--- src/rtl/hybrid_counter_bank_pkg.sv ---
// Shared FSM/lane-mode encodings and default parameters for hybrid_counter_bank.
// Optional overflow tracking is enabled with HYBRID_COUNTER_BANK_OVF_EN.
package hybrid_counter_bank_pkg;

    localparam int DEF_LANES      = 4;
    localparam int DEF_WIDTH      = 41;
    localparam int DEF_SYNC_WIDTH = 4;
    localparam int DEF_SETTLE     = 4;

    typedef enum logic [2:0] {
        ST_IDLE    = 3'd0,
        ST_FREEZE  = 3'd1,
        ST_CAPTURE = 3'd2,
        ST_FLUSH   = 3'd3,
        ST_CLEAR   = 3'd4
    } state_t;

    // How each lane treats its synchronous carry-out in the current cycle.
    typedef enum logic [1:0] {
        LM_RUN   = 2'd0,
        LM_HOLD  = 2'd1,
        LM_FLUSH = 2'd2,
        LM_DROP  = 2'd3
    } lane_mode_t;

    function automatic int width_of(input int n);
        return (n > 1) ? $clog2(n) : 1;
    endfunction

endpackage

--- src/rtl/hybrid_counter_lane.sv ---
// One counter lane: synchronous LSB adder, gated carry into a ripple chain, pending-carry counter.
// Sticky overflow flag on the MSB falling edge exists only with HYBRID_COUNTER_BANK_OVF_EN.
module hybrid_counter_lane
    import hybrid_counter_bank_pkg::*;
#(
    parameter int WIDTH      = DEF_WIDTH,
    parameter int SYNC_WIDTH = DEF_SYNC_WIDTH,
    parameter int PEND_WIDTH = 3
) (
    input  logic                  clk,
    input  logic                  rst_n,
    input  lane_mode_t            mode,
    input  logic [SYNC_WIDTH-1:0] step,
    output logic [WIDTH-1:0]      count,
    output logic                  pend_zero
`ifdef HYBRID_COUNTER_BANK_OVF_EN
    ,
    output logic                  ovf
`endif
);

    logic [SYNC_WIDTH-1:0] sync_q;
    logic [SYNC_WIDTH-1:0] step_eff;
    logic [SYNC_WIDTH:0]   sum;
    logic                  carry;
    logic                  toggle;
    logic [PEND_WIDTH-1:0] pend_q;
    logic [PEND_WIDTH-1:0] pend_d;
    logic                  rip_lsb_q;
    logic [WIDTH-1:SYNC_WIDTH] rip;

    assign pend_zero = (pend_q == '0);

    always_comb begin
        step_eff = (mode == LM_DROP) ? '0 : step;
        sum      = {1'b0, sync_q} + {1'b0, step_eff};
        carry    = sum[SYNC_WIDTH];
        toggle   = 1'b0;
        pend_d   = pend_q;
        case (mode)
            LM_RUN:  toggle = carry;
            LM_HOLD: pend_d = pend_q + PEND_WIDTH'(carry);
            LM_FLUSH: begin
                // A fresh carry and a drained pending carry share the one toggle.
                toggle = carry | ~pend_zero;
                if (!pend_zero && !carry) begin
                    pend_d = pend_q - PEND_WIDTH'(1);
                end
            end
            default: ;
        endcase
    end

    always_ff @(posedge clk or negedge rst_n) begin
        if (!rst_n) begin
            sync_q    <= '0;
            pend_q    <= '0;
            rip_lsb_q <= 1'b0;
        end else begin
            sync_q <= sum[SYNC_WIDTH-1:0];
            pend_q <= pend_d;
            if (toggle) begin
                rip_lsb_q <= ~rip_lsb_q;
            end
        end
    end

    assign rip[SYNC_WIDTH] = rip_lsb_q;

    for (genvar i = SYNC_WIDTH + 1; i < WIDTH; i++) begin : g_ripple
        logic bit_q;
        always_ff @(negedge rip[i-1] or negedge rst_n) begin
            if (!rst_n) begin
                bit_q <= 1'b0;
            end else begin
                bit_q <= ~bit_q;
            end
        end
        assign rip[i] = bit_q;
    end

    // Pending carries are folded back in so a capture sees the true total.
    assign count = {rip, sync_q} + (WIDTH'(pend_q) << SYNC_WIDTH);

`ifdef HYBRID_COUNTER_BANK_OVF_EN
    always_ff @(negedge rip[WIDTH-1] or negedge rst_n) begin
        if (!rst_n) begin
            ovf <= 1'b0;
        end else begin
            ovf <= 1'b1;
        end
    end
`endif

endmodule

--- src/rtl/hybrid_counter_bank.sv ---
// Bank of hybrid sync/ripple counters with a freeze-settle-capture-flush snapshot FSM and clear.
// Optional per-lane sticky overflow (snap_ovf) is built only with HYBRID_COUNTER_BANK_OVF_EN.
module hybrid_counter_bank
    import hybrid_counter_bank_pkg::*;
#(
    parameter int  LANES      = DEF_LANES,
    parameter int  WIDTH      = DEF_WIDTH,
    parameter int  SYNC_WIDTH = DEF_SYNC_WIDTH,
    parameter int  SETTLE     = DEF_SETTLE,
    localparam int SEL_WIDTH  = width_of(LANES)
) (
    input  logic                        clk,
    input  logic                        reset_n,
    input  logic                        enable,
    input  logic [LANES*SYNC_WIDTH-1:0] step,
    input  logic                        clear,
    input  logic                        snap_req,
    output logic                        snap_ack,
    input  logic [SEL_WIDTH-1:0]        snap_sel,
    output logic [WIDTH-1:0]            snap_count,
    output logic                        busy
`ifdef HYBRID_COUNTER_BANK_OVF_EN
    ,
    output logic                        snap_ovf
`endif
);

    localparam int PEND_WIDTH = $clog2(SETTLE + 3);
    localparam int CNT_WIDTH  = width_of(SETTLE);

    state_t                 state_q;
    state_t                 state_d;
    logic [CNT_WIDTH-1:0]   settle_q;
    lane_mode_t             mode;
    logic                   capture;
    logic                   clr_set;
    logic                   clr_q;
    logic                   lane_rst_n;
    logic                   all_pend_zero;
    logic [LANES-1:0]       lane_pend_zero;
    logic [WIDTH-1:0]       lane_count [LANES];
    logic [WIDTH-1:0]       shadow_q   [LANES];

    assign busy          = (state_q != ST_IDLE);
    assign all_pend_zero = &lane_pend_zero;
    // Registered clear pulse doubles as an asynchronous reset for every lane bit.
    assign lane_rst_n    = reset_n & ~clr_q;

    always_comb begin
        state_d = state_q;
        mode    = LM_RUN;
        capture = 1'b0;
        clr_set = 1'b0;
        case (state_q)
            ST_IDLE: begin
                if (clear) begin
                    state_d = ST_CLEAR;
                    clr_set = 1'b1;
                end else if (snap_req) begin
                    state_d = ST_FREEZE;
                end
            end
            ST_FREEZE: begin
                mode = LM_HOLD;
                if (settle_q == CNT_WIDTH'(SETTLE - 1)) begin
                    state_d = ST_CAPTURE;
                end
            end
            ST_CAPTURE: begin
                mode    = LM_HOLD;
                capture = 1'b1;
                state_d = ST_FLUSH;
            end
            ST_FLUSH: begin
                mode = LM_FLUSH;
                if (all_pend_zero) begin
                    state_d = ST_IDLE;
                end
            end
            ST_CLEAR: begin
                mode    = LM_DROP;
                state_d = ST_IDLE;
            end
            default: state_d = ST_IDLE;
        endcase
    end

    always_ff @(posedge clk or negedge reset_n) begin
        if (!reset_n) begin
            state_q  <= ST_IDLE;
            settle_q <= '0;
            clr_q    <= 1'b0;
            snap_ack <= 1'b0;
        end else begin
            state_q  <= state_d;
            settle_q <= (state_q == ST_FREEZE) ? settle_q + CNT_WIDTH'(1) : '0;
            clr_q    <= clr_set;
            snap_ack <= capture;
        end
    end

`ifdef HYBRID_COUNTER_BANK_OVF_EN
    logic [LANES-1:0] lane_ovf;
    logic [LANES-1:0] shadow_ovf_q;
`endif

    for (genvar k = 0; k < LANES; k++) begin : g_lane
        hybrid_counter_lane #(
            .WIDTH      (WIDTH),
            .SYNC_WIDTH (SYNC_WIDTH),
            .PEND_WIDTH (PEND_WIDTH)
        ) u_lane (
            .clk       (clk),
            .rst_n     (lane_rst_n),
            .mode      (mode),
            .step      (enable ? step[k*SYNC_WIDTH +: SYNC_WIDTH] : '0),
            .count     (lane_count[k]),
            .pend_zero (lane_pend_zero[k])
`ifdef HYBRID_COUNTER_BANK_OVF_EN
            ,
            .ovf       (lane_ovf[k])
`endif
        );
    end

    // Shadows sit on the global reset only, so a clear leaves the last snapshot intact.
    always_ff @(posedge clk or negedge reset_n) begin
        if (!reset_n) begin
            for (int k = 0; k < LANES; k++) begin
                shadow_q[k] <= '0;
            end
        end else if (capture) begin
            for (int k = 0; k < LANES; k++) begin
                shadow_q[k] <= lane_count[k];
            end
        end
    end

    always_comb begin
        snap_count = '0;
        for (int k = 0; k < LANES; k++) begin
            if (snap_sel == SEL_WIDTH'(k)) begin
                snap_count = shadow_q[k];
            end
        end
    end

`ifdef HYBRID_COUNTER_BANK_OVF_EN
    always_ff @(posedge clk or negedge reset_n) begin
        if (!reset_n) begin
            shadow_ovf_q <= '0;
        end else if (capture) begin
            shadow_ovf_q <= lane_ovf;
        end
    end

    always_comb begin
        snap_ovf = 1'b0;
        for (int k = 0; k < LANES; k++) begin
            if (snap_sel == SEL_WIDTH'(k)) begin
                snap_ovf = shadow_ovf_q[k];
            end
        end
    end
`endif

endmodule

--- config.mk ---
export PLATFORM = sky130hd
export DESIGN_NAME = hybrid_counter_bank
export DESIGN_NICKNAME = d
export VERILOG_FILES = /design/src/rtl/hybrid_counter_bank_pkg.sv /design/src/rtl/hybrid_counter_lane.sv /design/src/rtl/hybrid_counter_bank.sv
export SDC_FILE = /design/constraint.sdc
export NUM_CORES = 1
export LEC_CHECK = 0
export BUFFER_PORTS_ARGS = -buffer_cell sky130_fd_sc_hd__buf_2
export CELL_PAD_IN_SITES_DETAIL_PLACEMENT = 0
export CELL_PAD_IN_SITES_GLOBAL_PLACEMENT = 1
export CORE_ASPECT_RATIO = 0.9
export CORE_UTILIZATION = 45
export DETAILED_ROUTE_END_ITERATION = 10
export GPL_ROUTABILITY_DRIVEN = 1
export MAX_ROUTING_LAYER = met4
export PLACE_DENSITY = 0.77
export SLEW_MARGIN = 20
export SYNTH_ARGS = -nofsm -noshare
export SYNTH_HDL_FRONTEND = slang
export SYNTH_SLANG_ARGS = --single-unit
--- constraint.sdc ---
create_clock -name clk -period 13.1 [get_ports clk]
set_input_delay 0.655 -clock clk [delete_from_list [all_inputs] [get_ports clk]]
set_output_delay 0.655 -clock clk [all_outputs]
set_load 0.01 [all_outputs]
After elaboration in Yosys (flattened, before gate mapping)
Cells that the tools add are included.
{ "word_totals": {"register_bits": 347, "input_bits": 23, "output_inout_bits": 43, "wordCells": 419} }
{ "classes": {"add_sub_neg": 17, "n_eq_ne": 18, "muxes": 34, "bitwise_logic": 158, "n_reduce_logical": 28} }
{ "op_table": {"columns": ["operator", "count"], "rows": [
  ["$add A41 B7 Y41", 4],
  ["$mux W41", 4],
  ["$not A1 Y1", 153],
  ["$mux W4", 8],
  ["$mux W3", 8],
  ["$pmux W3 S2", 4],
  ["$add A4 B4 Y5", 4],
  ["$logic_not A3 Y1", 5],
  ["$add A3 B1 Y3", 4],
  ["$pmux W3 S4", 1],
  ["$sub A3 B1 Y3 const B", 4],
  ["$eq A2 B2 Y1 const B", 5],
  ["$logic_not A1 Y1", 8],
  ["$ne A2 B1 Y1 const B", 4],
  ["$pmux W1 S2", 4],
  ["$reduce_and A2 Y1", 4],
  ["$eq A3 B2 Y1 const B", 2],
  ["$pmux W2 S3", 1],
  ["$eq A2 B1 Y1 const B", 2],
  ["$logic_and A1 B1 Y1", 4],
  ["$logic_not A2 Y1", 2],
  ["$ne A2 B2 Y1 const B", 2],
  ["$or A1 B1 Y1", 4],
  ["$reduce_and A4 Y1", 1],
  ["11 further kinds", 13]
]} }

Depth between registers and ports, before layout
{ "logic_depth": {"ltp_word": 10, "mapped_depth": 14, "ltp_nobuf": 13} }

Modules after synthesis
A second synthesis with hierarchy kept.
{ "unflattened": {"hier_cells": 1379, "hier_area_um2": 17081.4} }
{ "modules_own_cells": {"columns": ["mod", "instances", "cells_each", "area_per_inst_um2", "seq_area_each_um2"], "rows": [
  ["hybrid_counter_bank", 1, 447, 7577.3, 4279.1],
  ["hybrid_counter_lane (g_lane[2].u_lane)", 1, 242, 2436.1, 1101.1],
  ["hybrid_counter_lane (g_lane[0].u_lane)", 1, 235, 2382.3, 1101.1],
  ["hybrid_counter_lane (g_lane[3].u_lane)", 1, 230, 2362.3, 1101.1],
  ["hybrid_counter_lane (g_lane[1].u_lane)", 1, 225, 2323.5, 1101.1]
]} }

==> results.sh <==
export IMPL_rsz0062_at_grt="no"
export IMPL_synth_area_mm2=0.0165
export IMPL_dr_first_iter_drc_count=611
export IMPL_vias=11068
export IMPL_routed_wl_um=37500
export IMPL_layout_min_cycle_time_ps=3890
export IMPL_r2r_end="g_lane[0].u_lane.pend_q[2]"
export IMPL_clk_pin_slew_worst_paths_ps=60
export IMPL_first_pass_iters=5
export IMPL_powerDensity_mw_per_mm2=184
export IMPL_ant_nets=0
export IMPL_antenna_found_initial=0
export IMPL_final_cells=2090
export IMPL_yosysWarningCount=0
export IMPL_startpoint="state_q[1]"
export IMPL_grt_ovfl_total=0
export IMPL_worst_slew_pin_slew_ps=1070
export IMPL_viasPerCell=5.30
export IMPL_grt_pass1_vias=11021
export IMPL_drc=0
export IMPL_die_w_um=204
export IMPL_critPathMaxFanout=16
export IMPL_diodes=0
export IMPL_finalHoldViolCount=0
export IMPL_untimed_endpoints=144
export IMPL_fin_crit_sh_pct=29.7
export IMPL_required_ps=13580
export IMPL_clock_latency_ps=550
export IMPL_place_hpwl_um=26600
export IMPL_cp_arrival_ps=4370
export IMPL_port_buffers=65
export IMPL_tritoncts="yes"
export IMPL_cts_setup_buffers=0
export IMPL_synth_seq_area_share_pct=52.7
export IMPL_htreeDepth=1
export IMPL_cts_resized_gates=0
export IMPL_die_h_um=184
export IMPL_synth_nets=1635
export IMPL_setup_viol=0
export IMPL_pin_count=66
export IMPL_r2r_start="state_q[1]"
export IMPL_critPathKind="reg -> reg"
export IMPL_drive_gt1_share_pct=11.3
export IMPL_hold_buffers=0
export IMPL_start_kind="flop"
export IMPL_start_util_pct=45.7
export IMPL_clock_skew_ps=20.3
export IMPL_rows=66
export IMPL_dp_cells=2044
export IMPL_clock_fmax_mhz=257
export IMPL_nets=1664
export IMPL_grt_util_all_layers_pct=21.5
export IMPL_die_area_mm2=0.0374
export IMPL_ys_seq_elements=347
export IMPL_slew_violations=0
export IMPL_rrSetupSlack_ps=9210
export IMPL_clk_path_buf_depth=3
export IMPL_drv_cap=0
export IMPL_most_common_layout_cells="243 x nand2_1, 203 x dfrtp_1, 163 x inv_1, 144 x dfrtn_1, 137 x o21ai_0"
export IMPL_max_vdd_ir_drop_mv=0.141
export IMPL_final_common_cell="nand2_1"
export IMPL_end_kind="flop"
export IMPL_avgSynthCellArea_um2=10.5
export IMPL_syn_inst=1567
export IMPL_leakagePower_nw=9.43
export IMPL_grt_max_degree=177
export IMPL_status="complete, no violations"
export IMPL_hold_class="in -> async"
export IMPL_setup_tns_ps=0
export IMPL_cts_made_buffers=25
export IMPL_rr_worst_depth=12
export IMPL_root_buffer="clkbuf_16"
export IMPL_wl_per_cell_um=17.9
export IMPL_gp_congestion=0.819
export IMPL_ys_types=53
export IMPL_syn2layout_area_growth_pct=9.43
export IMPL_unclocked_pins=144
export IMPL_grt_pass1_wl_um=61300
export IMPL_slew_headroom_pct=28.7
export IMPL_core_region_area_mm2=0.0361
==> cells in the mapped netlist (all sizes together) <==
| master | number | area share [%] |
|---|---|---|
| a211oi | 1 | 0.046 |
| a21o | 14 | 0.64 |
| a21oi | 21 | 0.66 |
| a31oi | 12 | 0.46 |
| a41o | 1 | 0.061 |
| and2 | 22 | 0.84 |
| and3 | 14 | 0.53 |
| and3b | 1 | 0.053 |
| and4 | 11 | 0.58 |
| buf | 27 | 0.90 |
| clkbuf | 49 | 1.1 |
| dfrtn | 144 | 22 |
| dfrtp | 203 | 31 |
| fa | 12 | 1.5 |
| ha | 33 | 2.5 |
| inv | 163 | 3.7 |
| mux2 | 2 | 0.14 |
| mux2i | 5 | 0.30 |
| mux4 | 41 | 5.6 |
| nand2 | 244 | 5.6 |
| nand2b | 3 | 0.11 |
| nand3 | 53 | 1.7 |
| nand3b | 2 | 0.091 |
| nand4 | 40 | 1.5 |
| nor2 | 30 | 0.68 |
| nor2b | 3 | 0.11 |
| nor3 | 36 | 1.1 |
| nor4 | 47 | 2.8 |
| nor4b | 2 | 0.14 |
| o2111ai | 1 | 0.053 |
| o211ai | 3 | 0.14 |
| o21a | 4 | 0.18 |
| o21ai | 154 | 4.7 |
| o31a | 1 | 0.053 |
| o31ai | 1 | 0.046 |
| or3 | 13 | 0.49 |
| or3b | 1 | 0.053 |
| or4 | 5 | 0.27 |
| xnor2 | 131 | 7.0 |
| xor2 | 17 | 0.90 |
==> area by class of cell <==
type                       instances  area, um2
sequential                       347       8680
clock inverter                     5       68.8
fill                            3323      18100
multi-input combinational        981       6870
inverter                         163        612
clock buffer                      40        742
timing repair buffer              78        462
tap                              476        596
==> sequential cells by signal, summed over array words and instances, names as in the netlist <==
register	cells
clr_q	1
settle_q	2
snap_ack	1
state_q	3
g_lane.u_lane.g_ripple.bit_q	144
g_lane.u_lane.rip_lsb_q	4
g_lane.u_lane.pend_q	12
shadow_q	164
g_lane.u_lane.sync_q	16
==> worst max-delay path: stages (launching register included) <==
cell and delay [ps]:
dfrtp_1 460, o31a_1 500, and2_1 240, ha_1 200, fa_1 410, a21o_1 200, a21oi_1 370, nand2_1 110
ha_1 200, fa_1 370, or3_1 380, a21oi_1 210, xor2_1 160
==> metrics by stage <==
stage / hold WS (ps) / worst slack, ps / area, um2 / power (mW) / util (%)
3_5_place_dp: 437 / 9160 / 17200 / 2.65 / 47.7
3_3_place_gp: 420 / 9240 / 17200 / 2.61 / 47.7
4_1_cts: 60.1 / 9200 / 18000 / 3.35 / 49.9
2_1_floorplan: 359 / 1540 / 16500 / 2.18 / -
5_1_grt: 91.5 / 8910 / 18000 / 3.58 / 50.0
6_report: 69.6 / 9210 / 18000 / 3.32 / 50.0
==> kinds of logic (layout without fill, tap and decap cells) <==
| group | after synthesis | in the layout | synth area share (%) |
|---|---|---|---|
| and+or+nand+nor | 527 | 527 | 16.7 |
| buffers and inverters | 239 | 286 | 5.72 |
| muxes | 48 | 48 | 6.04 |
| DFF | 347 | 347 | 52.7 |
| adders and majority gates | 45 | 45 | 3.96 |
| xor gates and xnor gates | 148 | 148 | 7.86 |
| AOI/OAI and AO/OA | 213 | 213 | 7.03 |
==> layer usage <==
metal  GRT usage, %  routed length, um  up-vias
li1               -                  -     5321
met3           2.96               1470       30
met4           3.28                387        0
met5              -                  0        -
met1           32.3              19100     5534
met2           31.3              16500      183
==> worst max path at each step <==
stage	endpoint	depth (start not counted)	slack (ps)
after floorplan	g_lane[0].u_lane.pend_q[0]	1	1540
after global placement	g_lane[1].u_lane.pend_q[2]	13	9240
after detailed placement	g_lane[1].u_lane.pend_q[2]	13	9160
after CTS	g_lane[1].u_lane.pend_q[2]	12	9200
after global routing	g_lane[1].u_lane.pend_q[2]	13	8910
final	g_lane[0].u_lane.pend_q[2]	12	9210
==> power breakdown <==
part / internal [mW] / switching, mW / total [mW]
registers: 0.914 / 0.197 / 1.11
logic: 0.668 / 0.850 / 1.52
clock network: 0.408 / 0.279 / 0.687
Note: power is estimated with default switching activity, not from simulation.
